[src/rtl/ins_exec_pkg.sv]
// Shared constants and helpers for the jump/branch execution unit.
package ins_exec_pkg;

    localparam logic [6:0] OP_JAL    = 7'b1101111;
    localparam logic [6:0] OP_JALR   = 7'b1100111;
    localparam logic [6:0] OP_BRANCH = 7'b1100011;

    localparam logic [2:0] F3_BEQ  = 3'b000;
    localparam logic [2:0] F3_BNE  = 3'b001;
    localparam logic [2:0] F3_BLT  = 3'b100;
    localparam logic [2:0] F3_BGE  = 3'b101;
    localparam logic [2:0] F3_BLTU = 3'b110;
    localparam logic [2:0] F3_BGEU = 3'b111;
    localparam logic [2:0] F3_JALR = 3'b000;

    localparam logic [4:0] REG_RA = 5'd1;
    localparam logic [4:0] REG_T0 = 5'd5;

    typedef enum logic [1:0] {
        NONE,
        PUSH,
        POP,
        POPPUSH
    } ras_action_e;

    // x1 and x5 are the link registers used by call/return hints
    function automatic logic isLinkReg(input logic [4:0] r);
        return (r == REG_RA) || (r == REG_T0);
    endfunction

    // Return-address stack hint derived from the link-register usage of a jump
    function automatic ras_action_e rasAction(input logic isJal, input logic isJalr,
                                              input logic [4:0] rd, input logic [4:0] rs1);
        logic rdLink;
        logic rs1Link;
        ras_action_e act;
        rdLink  = isLinkReg(rd);
        rs1Link = isLinkReg(rs1);
        act     = NONE;
        if (isJal) begin
            if (rdLink) act = PUSH;
        end else if (isJalr) begin
            if (rdLink && rs1Link) act = (rd == rs1) ? PUSH : POPPUSH;
            else if (rdLink)       act = PUSH;
            else if (rs1Link)      act = POP;
        end
        return act;
    endfunction

endpackage

[src/rtl/ins_exec_ras.sv]
// Circular return-address stack; a push when full overwrites the oldest entry.
module ins_exec_ras
    import ins_exec_pkg::*;
#(
    parameter int DEPTH = 4,
    parameter int XLEN  = 32
) (
    input  logic            clk,
    input  logic            rst,
    input  logic            push_i,
    input  logic            pop_i,
    input  logic            popPush_i,
    input  logic [XLEN-1:0] pushVal_i,
    output logic [XLEN-1:0] top_o,
    output logic            empty_o
);

    localparam int PW = (DEPTH > 1) ? $clog2(DEPTH) : 1;
    localparam int CW = $clog2(DEPTH + 1);

    logic [XLEN-1:0] mem_q [DEPTH];
    logic [PW-1:0]   ptr_q;
    logic [CW-1:0]   count_q;
    logic [PW-1:0]   ptrNext;
    logic [PW-1:0]   ptrPrev;

    assign ptrNext = (ptr_q == PW'(DEPTH - 1)) ? '0 : ptr_q + 1'b1;
    assign ptrPrev = (ptr_q == '0) ? PW'(DEPTH - 1) : ptr_q - 1'b1;
    assign top_o   = mem_q[ptrPrev];
    assign empty_o = (count_q == '0);

    // Stack pointer, occupancy and entries; pop-then-push replaces the top in place
    always_ff @(posedge clk or posedge rst) begin
        if (rst) begin
            ptr_q   <= '0;
            count_q <= '0;
            for (int i = 0; i < DEPTH; i++) mem_q[i] <= '0;
        end else if (popPush_i && !empty_o) begin
            mem_q[ptrPrev] <= pushVal_i;
        end else if (push_i || popPush_i) begin
            mem_q[ptr_q] <= pushVal_i;
            ptr_q        <= ptrNext;
            if (count_q != CW'(DEPTH)) count_q <= count_q + 1'b1;
        end else if (pop_i && !empty_o) begin
            ptr_q   <= ptrPrev;
            count_q <= count_q - 1'b1;
        end
    end

endmodule

[src/rtl/ins_exec_rv32i_jb.sv]
// JAL/JALR/branch execution unit with registered results, exceptions and RAS check.
module ins_exec_rv32i_jb
    import ins_exec_pkg::*;
#(
    parameter int XLEN      = 32,
    parameter int IALIGN    = 32,
    parameter int RAS_DEPTH = 4
) (
    input  logic            clk,
    input  logic            rst,
    input  logic            op,
    output logic            op_ready,
    input  logic            flush,
    input  logic [6:0]      ins_dec_op,
    input  logic [2:0]      ins_dec_funct3,
    input  logic [XLEN-1:0] reg_pc_val,
    input  logic [4:0]      reg_rs1,
    input  logic [XLEN-1:0] reg_rs1_val,
    input  logic [XLEN-1:0] reg_rs2_val,
    input  logic [4:0]      reg_rd,
    input  logic [XLEN-1:0] imm_ext_ext,
    input  logic            out_ready,
    output logic            out_valid,
    output logic            reg_pc_w_op,
    output logic [XLEN-1:0] reg_pc_w_val,
    output logic            reg_w_op,
    output logic [4:0]      reg_w_reg_idx,
    output logic [XLEN-1:0] reg_w_reg_val,
    output logic            exc_misalign,
    output logic            exc_illegal,
    output logic [XLEN-1:0] exc_tval,
    output logic            ras_pred_ok
);

    typedef struct packed {
        logic            pcWOp;
        logic [XLEN-1:0] pcWVal;
        logic            wOp;
        logic [4:0]      wIdx;
        logic [XLEN-1:0] wVal;
        logic            misalign;
        logic            illegal;
        logic [XLEN-1:0] tval;
        logic            rasOk;
    } result_t;

    result_t         res_d;
    result_t         res_q;
    logic            outValid_q;
    logic            isJal, isJalr, isBranch;
    logic            brTaken, brIllegal, illegal, useTarget, misalign;
    logic [XLEN-1:0] pcTarget, jalrTarget, target, linkVal;
    ras_action_e     rasAct;
    logic [XLEN-1:0] rasTop;
    logic            rasEmpty;
    logic            accept;
    logic            rasEn;

    assign op_ready = !outValid_q || out_ready;
    assign accept   = op && op_ready && (isJal || isJalr || isBranch);
    assign rasEn    = accept && !flush;

    // Decode, compare, target/alignment check and RAS prediction for the presented instruction
    always_comb begin
        isJal      = (ins_dec_op == OP_JAL);
        isJalr     = (ins_dec_op == OP_JALR);
        isBranch   = (ins_dec_op == OP_BRANCH);
        linkVal    = reg_pc_val + XLEN'(4);
        pcTarget   = reg_pc_val + imm_ext_ext;
        jalrTarget = (reg_rs1_val + imm_ext_ext) & ~XLEN'(1);
        brTaken    = 1'b0;
        brIllegal  = 1'b0;
        case (ins_dec_funct3)
            F3_BEQ:  brTaken = (reg_rs1_val == reg_rs2_val);
            F3_BNE:  brTaken = (reg_rs1_val != reg_rs2_val);
            F3_BLT:  brTaken = ($signed(reg_rs1_val) < $signed(reg_rs2_val));
            F3_BGE:  brTaken = ($signed(reg_rs1_val) >= $signed(reg_rs2_val));
            F3_BLTU: brTaken = (reg_rs1_val < reg_rs2_val);
            F3_BGEU: brTaken = (reg_rs1_val >= reg_rs2_val);
            default: brIllegal = 1'b1;
        endcase
        illegal   = (isJalr && (ins_dec_funct3 != F3_JALR)) || (isBranch && brIllegal);
        useTarget = !illegal && (isJal || isJalr || (isBranch && brTaken));
        target    = isJalr ? jalrTarget : pcTarget;
        misalign  = useTarget && ((IALIGN == 16) ? target[0] : (target[1:0] != 2'b00));
        rasAct    = (illegal || misalign) ? NONE : rasAction(isJal, isJalr, reg_rd, reg_rs1);

        res_d          = '0;
        res_d.pcWOp    = useTarget && !misalign;
        res_d.misalign = misalign;
        res_d.illegal  = illegal;
        res_d.rasOk    = ((rasAct == POP) || (rasAct == POPPUSH)) && !rasEmpty &&
                         (rasTop == jalrTarget);
        if (res_d.pcWOp) res_d.pcWVal = target;
        if ((isJal || isJalr) && !illegal && !misalign && (reg_rd != 5'd0)) begin
            res_d.wOp  = 1'b1;
            res_d.wIdx = reg_rd;
            res_d.wVal = linkVal;
        end
        if (illegal)       res_d.tval = reg_pc_val;
        else if (misalign) res_d.tval = target;
    end

    // Result register: flush wins, then acceptance, then drain when consumed
    always_ff @(posedge clk or posedge rst) begin
        if (rst) begin
            outValid_q <= 1'b0;
            res_q      <= '0;
        end else if (flush) begin
            outValid_q <= 1'b0;
            res_q      <= '0;
        end else if (accept) begin
            outValid_q <= 1'b1;
            res_q      <= res_d;
        end else if (out_ready) begin
            outValid_q <= 1'b0;
            res_q      <= '0;
        end
    end

    generate
        if (RAS_DEPTH > 0) begin : gRas
            ins_exec_ras #(.DEPTH(RAS_DEPTH), .XLEN(XLEN)) uRas (
                .clk       (clk),
                .rst       (rst),
                .push_i    (rasEn && (rasAct == PUSH)),
                .pop_i     (rasEn && (rasAct == POP)),
                .popPush_i (rasEn && (rasAct == POPPUSH)),
                .pushVal_i (linkVal),
                .top_o     (rasTop),
                .empty_o   (rasEmpty)
            );
        end else begin : gNoRas
            assign rasTop   = '0;
            assign rasEmpty = 1'b1;
        end
    endgenerate

    assign out_valid     = outValid_q;
    assign reg_pc_w_op   = res_q.pcWOp;
    assign reg_pc_w_val  = res_q.pcWVal;
    assign reg_w_op      = res_q.wOp;
    assign reg_w_reg_idx = res_q.wIdx;
    assign reg_w_reg_val = res_q.wVal;
    assign exc_misalign  = res_q.misalign;
    assign exc_illegal   = res_q.illegal;
    assign exc_tval      = res_q.tval;
    assign ras_pred_ok   = res_q.rasOk;

endmodule

[config.mk]
export PLATFORM = sky130hd
export DESIGN_NAME = ins_exec_rv32i_jb
export DESIGN_NICKNAME = d
export VERILOG_FILES = /design/src/rtl/ins_exec_pkg.sv /design/src/rtl/ins_exec_ras.sv /design/src/rtl/ins_exec_rv32i_jb.sv
export SDC_FILE = /design/constraint.sdc
export NUM_CORES = 1
export LEC_CHECK = 0
export ABC_AREA = 1
export BUFFER_PORTS_ARGS = -buffer_cell sky130_fd_sc_hd__buf_2
export CORE_AREA = 2 2 193 195
export DETAILED_ROUTE_END_ITERATION = 7
export DIE_AREA = 0 0 195 197
export PLACE_DENSITY = 0.72
export SYNTH_ARGS = -nofsm -noshare
export SYNTH_HDL_FRONTEND = slang
export SYNTH_HIERARCHICAL = 1
export SYNTH_SLANG_ARGS = --single-unit
[constraint.sdc]
create_clock -name clk -period 4.9 [get_ports clk]
set_clock_uncertainty 0.15 [all_clocks]
set_input_delay 1.225 -clock clk [delete_from_list [all_inputs] [get_ports clk]]
set_output_delay 1.225 -clock clk [all_outputs]
set_load 0.03 [all_outputs]
==> out/metrics.csv, run 1 <==
metric;value;unit
ys async rst share;100.0;%
cell area after technology mapping;17610;um2
total iterations of the first detailed-routing run;8;
estimated wirelength of the detail-placed design;50670;um
worst-margin pin slew;0.8803;ns
final setup violating endpoints;0;
post-detailed-route via-to-cell ratio;5.713;
critical path peak fanout;47;
adder-cell area share of the yosys netlist;7.262;%
Worst Reg-to-Reg Cells;21;
global-route wire length before repair;100100;um
arrival time reported for the critical path endpoint;4.68;ns
clock latency at the later pin of the worst-skew pair;0.55;ns
antenna violations before repair;0;
Synth Register Bits;240;
Syn Area/Cell;6.974;um2
kind of capture point of the worst setup path;flip-flop;
Wirelength per Cell;20.14;um
final cycle utilization of the critical path;88.41;%
share of final-layout standard cells stronger than drive strength 1;16.18;%
max layer used;met4;
Setup Crit Path Kind;in -> reg;
compound-gate portion of the synthesized area;13.19;%
predominant post-synthesis flop cell;sky130_fd_sc_hd__dfrtp_1;
end of the worst register-to-register path;ras_pred_ok;
max cap viols;0;
destination of the critical timing path;gRas.uRas/count_q[2];
number of standard cells after synthesis;2525;
root cell of the clock tree;sky130_fd_sc_hd__clkbuf_16;
number of buffers between clock root and the deepest sink;3;
routed metal-1 wire length;27130;um
antenna violation net count after detailed routing;0;
number of global-route vias before repair;17560;
Core Rows;70;
relative max-transition margin;41.11;%
routability congestion estimate;1.016;
setup_tns;0;ns
number of buffers created by CTS;26;
smallest setup slack after layout;0.5678;ns
NumNets Final;3024;
Peak supply drop;0.2356;mV
sum of overflow across all layers after global routing;0;
mux share of post-synthesis cell area;0;%
pin count of the biggest net entering global routing;103;
dominant combinational cell family by area after synthesis;simple AND/OR/NAND/NOR gates;
sequential cell area in the final layout;6006;um2
syn_nets;2779;
outcome;completed;
number of buffer cells added on primary ports;260;
sum of routed wire length over all layers;65580;um
Syn. warnings;6;
level count of the clock H-tree;1;
element type at the critical path start;input pin;
number of instances resized during post-cts repair;0;
routed length on met2;29840;um
leakage power of the design;11.42;nW
worst setup path startpoint;reg_rs1_val[23];
FMAX;0.2308;GHz
CTS hold repair buffers;0;
minimum clock period after layout;4.332;ns
Post-Synth Simple-Gate Area;34.30;%
floorplan die width;195;um
post-synthesis xor/xnor area fraction;2.721;%
number of pins exceeding their max-slew limit in the final report;0;
Worst EP required;5.25;ns
Min-Delay Path Class;reg -> reg;
vertical extent of the die;197;um
overall die area;38420;um2
number of hold violations in the final report;0;
met3 routed WL;5974;um
core region area;36260;um2
flop2flop setup slack;1.00;ns
total global routing track utilization;33.66;%
via count;18600;
count of flip-flops with a built-in enable after synthesis;0;
initial DRC count;1850;
Post-route DRC;0;
worst-case setup slack after placement;-0.01212;ns
setup repair after global routing missed its margin;false;
power density over the cells;250.6;nW/um2
Hold Startpoint;gRas.uRas/mem_q[38];
number of ports placed on the die boundary;261;
Yosys cell types;52;
clock tree from TritonCTS;built;
effective utilization at floorplan;48.56;%
setup repair bufs after CTS;0;
Critical R2R Launch;gRas.uRas/ptr_q[0];
layout overhead on the synthesized area;15.81;%
number of antenna diodes;0;
CTS sink cnt;240;
post-synthesis sequential area ratio;34.11;%
clock-pin slew on the worst setup and hold paths;0.06;ns
multi-input combinational cell area;10130;um2
fillcell total;3481;
how the worst min path moves through the flow:
| stage | slack, ns | end | cells past startpoint |
|---|---|---|---|
| after floorplan | 0.29 | gRas.uRas/mem_q[74] | 2 |
| after global placement | 0.30 | gRas.uRas/mem_q[55] | 2 |
| after detailed placement | 0.30 | gRas.uRas/mem_q[74] | 2 |
| after CTS | 0.32 | gRas.uRas/mem_q[74] | 2 |
| after global routing | 0.34 | gRas.uRas/mem_q[54] | 2 |
| final | 0.32 | gRas.uRas/mem_q[38] | 2 |
layer usage:
metal | GRT usage [%] | up-vias
li1 | - | 8821
met1 | 44.92 | 8753
met2 | 54.81 | 900
met3 | 5.647 | 129
met4 | 13.20 | 0
met5 | 0 | -
kinds of logic (layout without fill, tap and decap cells):
family	after synthesis	after routing
buf+inv	358	621
xor+xnor	45	45
flops	240	240
compound gates	388	388
simple gates	1393	1393
fa+ha+maj	101	101
where the power goes:
part           switching (mW)  internal (mW)
registers            0.000217           1.98
clock network           0.831           1.24
logic                   0.727          0.327
total                    1.56           3.55
worst max-delay path, cell delays in order:
cell and delay (ns):
sky130_fd_sc_hd__buf_2 0.11, sky130_fd_sc_hd__ha_1 0.29, sky130_fd_sc_hd__nand2_1 0.08, sky130_fd_sc_hd__nor2_1 0.32, sky130_fd_sc_hd__nand4_2 0.17, sky130_fd_sc_hd__nor2_2 0.12, sky130_fd_sc_hd__nand3_1 0.13, sky130_fd_sc_hd__o21ai_1 0.15
sky130_fd_sc_hd__nand2_1 0.06, sky130_fd_sc_hd__nor2_1 0.08, sky130_fd_sc_hd__nand3_1 0.08, sky130_fd_sc_hd__nand2_1 0.07, sky130_fd_sc_hd__nand2_2 0.07, sky130_fd_sc_hd__nand2_4 0.10, sky130_fd_sc_hd__nand2_4 0.06, sky130_fd_sc_hd__nor2_1 0.17
sky130_fd_sc_hd__nand2_1 0.10, sky130_fd_sc_hd__nor2_1 0.23, sky130_fd_sc_hd__buf_4 0.24, sky130_fd_sc_hd__inv_2 0.05, sky130_fd_sc_hd__nand2_2 0.18, sky130_fd_sc_hd__buf_12 0.26, sky130_fd_sc_hd__nand2_1 0.08, sky130_fd_sc_hd__nand2_1 0.06
sky130_fd_sc_hd__nand2_1 0.04, sky130_fd_sc_hd__nand2_1 0.05, sky130_fd_sc_hd__nand2_1 0.05, sky130_fd_sc_hd__nand2_1 0.05
synth_stat cells (13+ instances only):
cell,instances,share of area (%)
sky130_fd_sc_hd__nand4_1,124,4.4
sky130_fd_sc_hd__nand2_1,861,18
sky130_fd_sc_hd__xor2_1,32,1.6
sky130_fd_sc_hd__a21oi_1,86,2.4
sky130_fd_sc_hd__o22ai_1,49,1.7
sky130_fd_sc_hd__inv_1,252,5.4
sky130_fd_sc_hd__o21ai_0,153,4.3
sky130_fd_sc_hd__dfrtp_1,240,34
sky130_fd_sc_hd__a22o_1,13,0.65
sky130_fd_sc_hd__clkbuf_1,34,0.72
sky130_fd_sc_hd__ha_1,99,7.0
sky130_fd_sc_hd__buf_2,49,1.4
sky130_fd_sc_hd__o21ai_2,38,1.9
sky130_fd_sc_hd__nor3_1,20,0.57
sky130_fd_sc_hd__nor2_1,195,4.2
sky130_fd_sc_hd__nand3_1,129,3.7
layout by cell type (no fill, tap or decap), types with 8 or more instances in the layout:
master                        n
sky130_fd_sc_hd__xor2_1      32
sky130_fd_sc_hd__dfrtp_1    240
sky130_fd_sc_hd__o21ai_2     38
sky130_fd_sc_hd__nand4_1    124
sky130_fd_sc_hd__inv_2        9
sky130_fd_sc_hd__a22o_1      13
sky130_fd_sc_hd__nor2_1     195
sky130_fd_sc_hd__o21ai_0    153
sky130_fd_sc_hd__buf_2      260
sky130_fd_sc_hd__nand2_1    861
sky130_fd_sc_hd__buf_4       45
sky130_fd_sc_hd__o22ai_1     49
sky130_fd_sc_hd__nand3_1    129
sky130_fd_sc_hd__a21o_1       9
sky130_fd_sc_hd__o211ai_1     8
sky130_fd_sc_hd__nor3_1      20
sky130_fd_sc_hd__clkbuf_8     9
sky130_fd_sc_hd__or2_2        9
sky130_fd_sc_hd__inv_1      250
sky130_fd_sc_hd__a31oi_1      9
sky130_fd_sc_hd__clkbuf_16   27
sky130_fd_sc_hd__ha_1        99
sky130_fd_sc_hd__a21oi_1     86
cell type report:
cell class	instances	area share, %
multi-input combinational	1927	49.66
sequential	240	29.45
timing repair buffer	312	8.724
inverter	263	4.884
clock buffer	41	4.013
tap	468	2.871
clock inverter	5	0.3988
sequential cells by signal, indices dropped and copies added, names as in the netlist, 2 cells and up:
name / flops
exc_tval: 32
gRas.uRas/count_q: 3
gRas.uRas/mem_q: 128
gRas.uRas/ptr_q: 2
reg_pc_w_val: 32
reg_w_reg_idx: 5
reg_w_reg_val: 32
through the flow:
step | instances | utilization [%] | instance area, um2 | hold WS (ns) | power [mW]
floorplan | 2525 | - | 17610 | 0.2866 | 2.667
global placement | 3210 | 53.76 | 19490 | 0.2977 | 3.026
detailed placement | 3210 | 53.76 | 19490 | 0.3030 | 3.039
CTS | 3256 | 56.24 | 20390 | 0.3181 | 5.098
global route | 3256 | 56.24 | 20390 | 0.3350 | 5.301
finish | 3256 | 56.24 | 20390 | 0.3171 | 5.112
No activity file was read; power rests on OpenSTA's default activity.
==> inputs of run 2 (changes only) <==
--- a/config.mk
+++ b/config.mk
@@ -7,10 +7,9 @@
 export LEC_CHECK = 0
 export ABC_AREA = 1
 export BUFFER_PORTS_ARGS = -buffer_cell sky130_fd_sc_hd__buf_2
-export CORE_AREA = 2 2 193 195
+export CORE_AREA = 2 2 228 230
 export DETAILED_ROUTE_END_ITERATION = 7
-export DIE_AREA = 0 0 195 197
-export PLACE_DENSITY = 0.72
+export DIE_AREA = 0 0 230 232
 export SYNTH_ARGS = -nofsm -noshare
 export SYNTH_HDL_FRONTEND = slang
 export SYNTH_HIERARCHICAL = 1
==> out/metrics.csv, run 2 (synthesized netlist as in run 1, its figures left out) <==
metric;value;unit;change
number of pins exceeding their max-slew limit in the final report;0;;unchanged
estimated wirelength of the detail-placed design;56510;um;+12%
antenna violations before repair;0;;unchanged
sum of overflow across all layers after global routing;0;;unchanged
share of final-layout standard cells stronger than drive strength 1;16.61;%;+0.44 points
leakage power of the design;11.54;nW;+1.0%
effective utilization at floorplan;34.61;%;-14 points
Core Rows;83;;+19%
NumNets Final;3040;;+0.53%
Setup Crit Path Kind;in -> reg;;
setup repair after global routing missed its margin;false;;
smallest setup slack after layout;0.3673;ns;-0.2005 ns
antenna violation net count after detailed routing;0;;unchanged
number of hold violations in the final report;0;;unchanged
level count of the clock H-tree;1;;unchanged
outcome;completed;;
number of buffers created by CTS;27;;+3.8%
overall die area;53360;um2;+39%
floorplan die width;230;um;+18%
commonest cells after routing, fill and taps aside;sky130_fd_sc_hd__nand2_1 (861), sky130_fd_sc_hd__buf_2 (260), sky130_fd_sc_hd__inv_1 (250);;
root cell of the clock tree;sky130_fd_sc_hd__clkbuf_16;;
clock tree from TritonCTS;built;;
number of instances resized during post-cts repair;0;;unchanged
kind of capture point of the worst setup path;flip-flop;;
layout overhead on the synthesized area;18.49;%;
global-route wire length before repair;108900;um;+8.7%
number of buffers between clock root and the deepest sink;3;;unchanged
Most flops, register;gRas.uRas/mem_q;;
final cycle utilization of the critical path;92.50;%;+4.1 points
critical path peak fanout;28;;-40%
most common library cell in the layout ignoring fill and taps;sky130_fd_sc_hd__nand2_1;;
Core Util, Final;41.00;%;-15 points
Wirelength per Cell;20.75;um;+3.0%
routability congestion estimate;0.9446;;-7.0%
clock-pin slew on the worst setup and hold paths;0.06;ns;about the same
fillcell total;5402;;+55%
minimum clock period after layout;4.533;ns;+0.2005 ns
number of buffer cells added on primary ports;260;;unchanged
worst-case setup slack after placement;-0.1586;ns;-0.1465 ns
FMAX;0.2206;GHz;-4.4%
max FFs per register;128;;unchanged
CTS hold repair buffers;0;;unchanged
total global routing track utilization;26.58;%;-7.1 points
total iterations of the first detailed-routing run;5;;-3
clock latency at the later pin of the worst-skew pair;0.58;ns;+0.03 ns
arrival time reported for the critical path endpoint;4.83;ns;+0.15 ns
worst-margin pin slew;1.006;ns;+0.1252 ns
Tot Pwr;5.115;mW;about the same
final setup violating endpoints;0;;unchanged
number of ports placed on the die boundary;261;;unchanged
multi-input combinational cell area;10130;um2;unchanged
sequential cell area in the final layout;6006;um2;unchanged
element type at the critical path start;input pin;;
post-detailed-route via-to-cell ratio;5.270;;-7.8%
sum of routed wire length over all layers;72340;um;+10%
Post-route DRC;0;;unchanged
pin count of the biggest net entering global routing;107;;+3.9%
number of global-route vias before repair;17550;;-0.097%
vertical extent of the die;232;um;+18%
relative max-transition margin;32.74;%;-8.4 points
max cap viols;0;;unchanged
Peak supply drop;0.2616;mV;+11%
Worst EP required;5.19;ns;-0.06 ns
initial DRC count;1445;;-22%
via count;18370;;-1.2%
Min-Delay Path Class;reg -> reg;;
CTS sink cnt;240;;unchanged
core region area;50890;um2;+40%
setup repair bufs after CTS;0;;unchanged
power density over the cells;245.1;nW/um2;-2.2%
[run 2: cell types whose count changed in the layout (fill, tap and decap cells not counted), sizes merged]
cell | before | now
buf | 312 | 327
clkinv | 3 | 7
clkbuf | 41 | 40
diode | 0 | 1
inv | 262 | 261
[run 2: final cells by class]
| type | instances | share of cell area, % |
|---|---|---|
| sequential | 240 | 28.78 |
| antenna | 1 | 0.01199 |
| inverter | 263 | 4.773 |
| clock buffer | 40 | 3.760 |
| tap | 680 | 4.078 |
| multi-input combinational | 1927 | 48.54 |
| clock inverter | 8 | 0.4497 |
| timing repair buffer | 327 | 9.607 |
[run 2: final timing paths]
check	slack, ns	startpoint	cells past startpoint	end
setup / recovery	0.37	reg_rs1_val[27]	27	gRas.uRas/mem_q[33]
setup reg to reg	1.48	gRas.uRas/ptr_q[1]	21	ras_pred_ok
max in group asynchronous	2.88	rst	3	gRas.uRas/mem_q[111]
hold reg to reg	0.32	gRas.uRas/mem_q[58]	2	gRas.uRas/mem_q[58]
hold / removal	0.32	gRas.uRas/mem_q[58]	2	gRas.uRas/mem_q[58]
min in group asynchronous	0.71	rst	2	ras_pred_ok
[run 2: per-layer routing]
layer	vias to the layer above	routed length (um)	GRT usage, %
met5	-	0	0
met4	0	1744	6.593
met3	89	4589	2.910
met2	672	34390	45.78
met1	8754	31610	35.57
li1	8857	-	-
[run 2: per-stage QoR]
step | std cells | setup TNS (ns) | hold WS [ns] | area, um2
after floorplan | 2525 | 0 | 0.2866 | 17610
after global placement | 3437 | -0.009795 | 0.2988 | 19980
after detailed placement | 3437 | -14.89 | 0.3031 | 19980
after CTS | 3485 | 0 | 0.3182 | 20860
after global routing | 3485 | 0 | 0.3302 | 20860
final | 3486 | 0 | 0.3158 | 20870
[run 2: power breakdown]
part           switching, mW  internal, mW  total [mW]
Sequential          0.000202          1.98        1.98
Clock                  0.852          1.20        2.06
Combinational          0.743         0.334        1.08
Total                   1.59          3.52        5.11
[run 2: worst max-delay path, stage by stage]
cell	delay (ns)
sky130_fd_sc_hd__buf_2	0.12
sky130_fd_sc_hd__ha_1	0.30
sky130_fd_sc_hd__nand2_1	0.07
sky130_fd_sc_hd__nor2_1	0.19
sky130_fd_sc_hd__buf_4	0.19
sky130_fd_sc_hd__nand4_2	0.20
sky130_fd_sc_hd__nor2_2	0.16
sky130_fd_sc_hd__nand3_1	0.22
sky130_fd_sc_hd__o21ai_1	0.19
sky130_fd_sc_hd__nand2_1	0.07
sky130_fd_sc_hd__nor2_1	0.08
sky130_fd_sc_hd__nand3_1	0.08
sky130_fd_sc_hd__nand2_1	0.07
sky130_fd_sc_hd__nand2_2	0.10
sky130_fd_sc_hd__nand2_4	0.11
sky130_fd_sc_hd__nand2_4	0.06
sky130_fd_sc_hd__nor2_1	0.15
sky130_fd_sc_hd__nand2_1	0.09
sky130_fd_sc_hd__nor2_1	0.11
sky130_fd_sc_hd__buf_4	0.16
sky130_fd_sc_hd__buf_12	0.13
sky130_fd_sc_hd__nand2_8	0.09
sky130_fd_sc_hd__nand2_4	0.17
sky130_fd_sc_hd__nand3_2	0.12
sky130_fd_sc_hd__buf_12	0.20
sky130_fd_sc_hd__nand2_1	0.07
sky130_fd_sc_hd__nand2_1	0.07
==> inputs of run 3 (changes only) <==
==> constraint.sdc (replaced) <==
create_clock -name clk -period 5.7 [get_ports clk]
set_clock_uncertainty 0.15 [all_clocks]
set_input_delay 1.425 -clock clk [delete_from_list [all_inputs] [get_ports clk]]
set_output_delay 1.425 -clock clk [all_outputs]
set_load 0.03 [all_outputs]
==> out/metrics.csv, run 3 (synthesized netlist as in run 1, its figures left out) <==
metric;value;unit;change
outcome;completed;;
number of ports placed on the die boundary;261;;unchanged
max FFs per register;128;;unchanged
total global routing track utilization;26.39;%;-0.19 points
overall die area;53360;um2;unchanged
routability congestion estimate;1.014;;+7.3%
antenna violations before repair;0;;unchanged
total iterations of the first detailed-routing run;5;;unchanged
minimum clock period after layout;4.736;ns;
worst hold-check slack;0.3181;ns;+0.002341 ns
FMAX;0.2112;GHz;
NumNets Final;3025;;-0.49%
Post-route DRC;0;;unchanged
Core Rows;83;;unchanged
core region area;50890;um2;unchanged
number of pins exceeding their max-slew limit in the final report;0;;unchanged
GRT met1 Usage;35.03;%;-0.54 points
root cell of the clock tree;sky130_fd_sc_hd__clkbuf_16;;
CTS sink cnt;240;;unchanged
initial DRC count;1637;;+13%
global-route wire length before repair;108000;um;-0.75%
most common library cell in the layout ignoring fill and taps;sky130_fd_sc_hd__nand2_1;;
estimated wirelength of the detail-placed design;55990;um;-0.92%
number of hold violations in the final report;0;;unchanged
pin count of the biggest net entering global routing;70;;-35%
final setup violating endpoints;0;;unchanged
internal power summed over all cells;3.102;mW;-12%
number of buffer cells added on primary ports;260;;unchanged
Peak supply drop;0.1647;mV;-37%
sum of overflow across all layers after global routing;0;;unchanged
max cap viols;0;;unchanged
Combinational Power Share;20.3;%;-0.8 points
Min-Delay Path Class;reg -> reg;;
relative max-transition margin;24.45;%;-8.3 points
via count;18610;;+1.3%
share of final-layout standard cells stronger than drive strength 1;16.33;%;-0.28 points
worst-margin pin slew;1.129;ns;+0.1238 ns
number of antenna diodes;0;;-1
critical path peak fanout;18;;-36%
switching share of total power;31.15;%;about the same
post-detailed-route via-to-cell ratio;5.360;;+1.7%
met2 global-route usage;43.90;%;-1.9 points
Wirelength per Cell;20.73;um;about the same
commonest cells after routing, fill and taps aside;sky130_fd_sc_hd__nand2_1 (861), sky130_fd_sc_hd__buf_2 (260), sky130_fd_sc_hd__inv_1 (250);;
Placed Area;19690;um2;-1.5%
sum of routed wire length over all layers;71980;um;-0.49%
floorplan die width;230;um;unchanged
met3 Resource Use GR;3.671;%;+0.76 points
Worst EP required;6.06;ns;+0.87 ns
net switching power of the design;1.404;mW;-12%
fraction of power consumed by the clock network;41.9;%;+1.7 points
Most Crowded Layer GR;met2;;
arrival time reported for the critical path endpoint;5.10;ns;+0.27 ns
Final Instance Area;20650;um2;-1.0%
clock latency at the later pin of the worst-skew pair;0.58;ns;about the same
leakage power of the design;11.44;nW;-0.89%
number of buffers created by CTS;28;;+3.7%
number of buffers between clock root and the deepest sink;3;;unchanged
Most flops, register;gRas.uRas/mem_q;;
layout overhead on the synthesized area;17.25;%;
final cycle utilization of the critical path;83.08;%;
level count of the clock H-tree;1;;unchanged
antenna violation net count after detailed routing;0;;unchanged
clock-pin slew on the worst setup and hold paths;0.06;ns;about the same
CTS hold repair buffers;0;;unchanged
setup repair bufs after CTS;0;;unchanged
number of instances resized during post-cts repair;0;;unchanged
vertical extent of the die;232;um;unchanged
power density over the cells;218.2;nW/um2;-11%
Tot Pwr;4.505;mW;-12%
Setup Crit Path Kind;in -> reg;;
element type at the critical path start;input pin;;
setup repair after global routing missed its margin;false;;
number of global-route vias before repair;17670;;+0.68%
clock tree from TritonCTS;built;;
effective utilization at floorplan;34.61;%;unchanged
setup_tns;0;ns;unchanged
kind of capture point of the worst setup path;flip-flop;;
share of total power in sequential cells;37.8;%;-1.0 points
run 3: changes by cell type in the layout (fill, tap and decap cells not counted), sizes merged:
cell	change
clkbuf	+1
clkinvlp	+1
diode	-1
inv	+2
clkinv	-1
buf	-16
run 3: cell type report:
| class | instances | area [um2] |
|---|---|---|
| fill | 5383 | 30240 |
| clock buffer | 41 | 850.8 |
| multi-input combinational | 1927 | 10130 |
| sequential | 240 | 6006 |
| tap | 680 | 850.8 |
| clock inverter | 10 | 108.9 |
| timing repair buffer | 311 | 1709 |
| inverter | 263 | 994.7 |
run 3: power by group through the flow:
stage | registers [mW] | logic, mW | clock network, mW
6_report | 1.70 | 0.912 | 1.89
5_1_grt | 1.70 | 1.01 | 1.99
4_1_cts | 1.70 | 0.900 | 1.92
3_5_place_dp | 1.74 | 0.895 | 0
3_3_place_gp | 1.74 | 0.889 | 0
2_1_floorplan | 1.74 | 0.557 | 0
run 3: layer usage:
layer	routed length [um]	part of all wire, %	vias up
met4	2677	3.7	0
met1	30600	43	8924
met5	0	0	-
met3	5182	7.2	127
met2	33520	47	747
li1	-	-	8812
run 3: stage by stage:
step                cells  setup slack [ns]  utilization, %
global route         3472            0.6788           40.58
detailed placement   3421            0.4143           38.69
global placement     3421            0.4275           38.69
finish               3472            0.9643           40.58
CTS                  3472            0.9902           40.58
floorplan            2525            0.5706               -
run 3: critical path, stage by stage:
cell	delay (ns)
sky130_fd_sc_hd__buf_2	0.13
sky130_fd_sc_hd__ha_1	0.31
sky130_fd_sc_hd__a21oi_1	0.44
sky130_fd_sc_hd__o21a_1	0.18
sky130_fd_sc_hd__nand2_1	0.05
sky130_fd_sc_hd__a21oi_1	0.18
sky130_fd_sc_hd__nand3_1	0.13
sky130_fd_sc_hd__nand2_1	0.10
sky130_fd_sc_hd__nand3_1	0.07
sky130_fd_sc_hd__nand2_1	0.06
sky130_fd_sc_hd__nand3_1	0.06
sky130_fd_sc_hd__nand2_1	0.08
sky130_fd_sc_hd__nand2_2	0.13
sky130_fd_sc_hd__nand2_4	0.12
sky130_fd_sc_hd__nand2_4	0.06
sky130_fd_sc_hd__nor2_1	0.14
sky130_fd_sc_hd__nand2_1	0.08
sky130_fd_sc_hd__nor2_1	0.10
sky130_fd_sc_hd__buf_4	0.21
sky130_fd_sc_hd__nand2_8	0.11
sky130_fd_sc_hd__o21ai_4	0.55
sky130_fd_sc_hd__buf_4	0.24
sky130_fd_sc_hd__nand2_1	0.05
sky130_fd_sc_hd__nand2_1	0.07
run 3: path summary, 6_finish.rpt:
check                                         start                  end  slack (ns)  cells past startpoint
worst max register to register   gRas.uRas/ptr_q[1]          ras_pred_ok        2.00                     22
worst min-delay path            gRas.uRas/mem_q[57]  gRas.uRas/mem_q[57]        0.32                      2
worst max-delay path                reg_rs1_val[29]   gRas.uRas/mem_q[1]        0.96                     24
worst min register to register  gRas.uRas/mem_q[57]  gRas.uRas/mem_q[57]        0.32                      2
max in group asynchronous                       rst  gRas.uRas/mem_q[47]        3.39                      3
min in group asynchronous                       rst          ras_pred_ok        0.70                      2
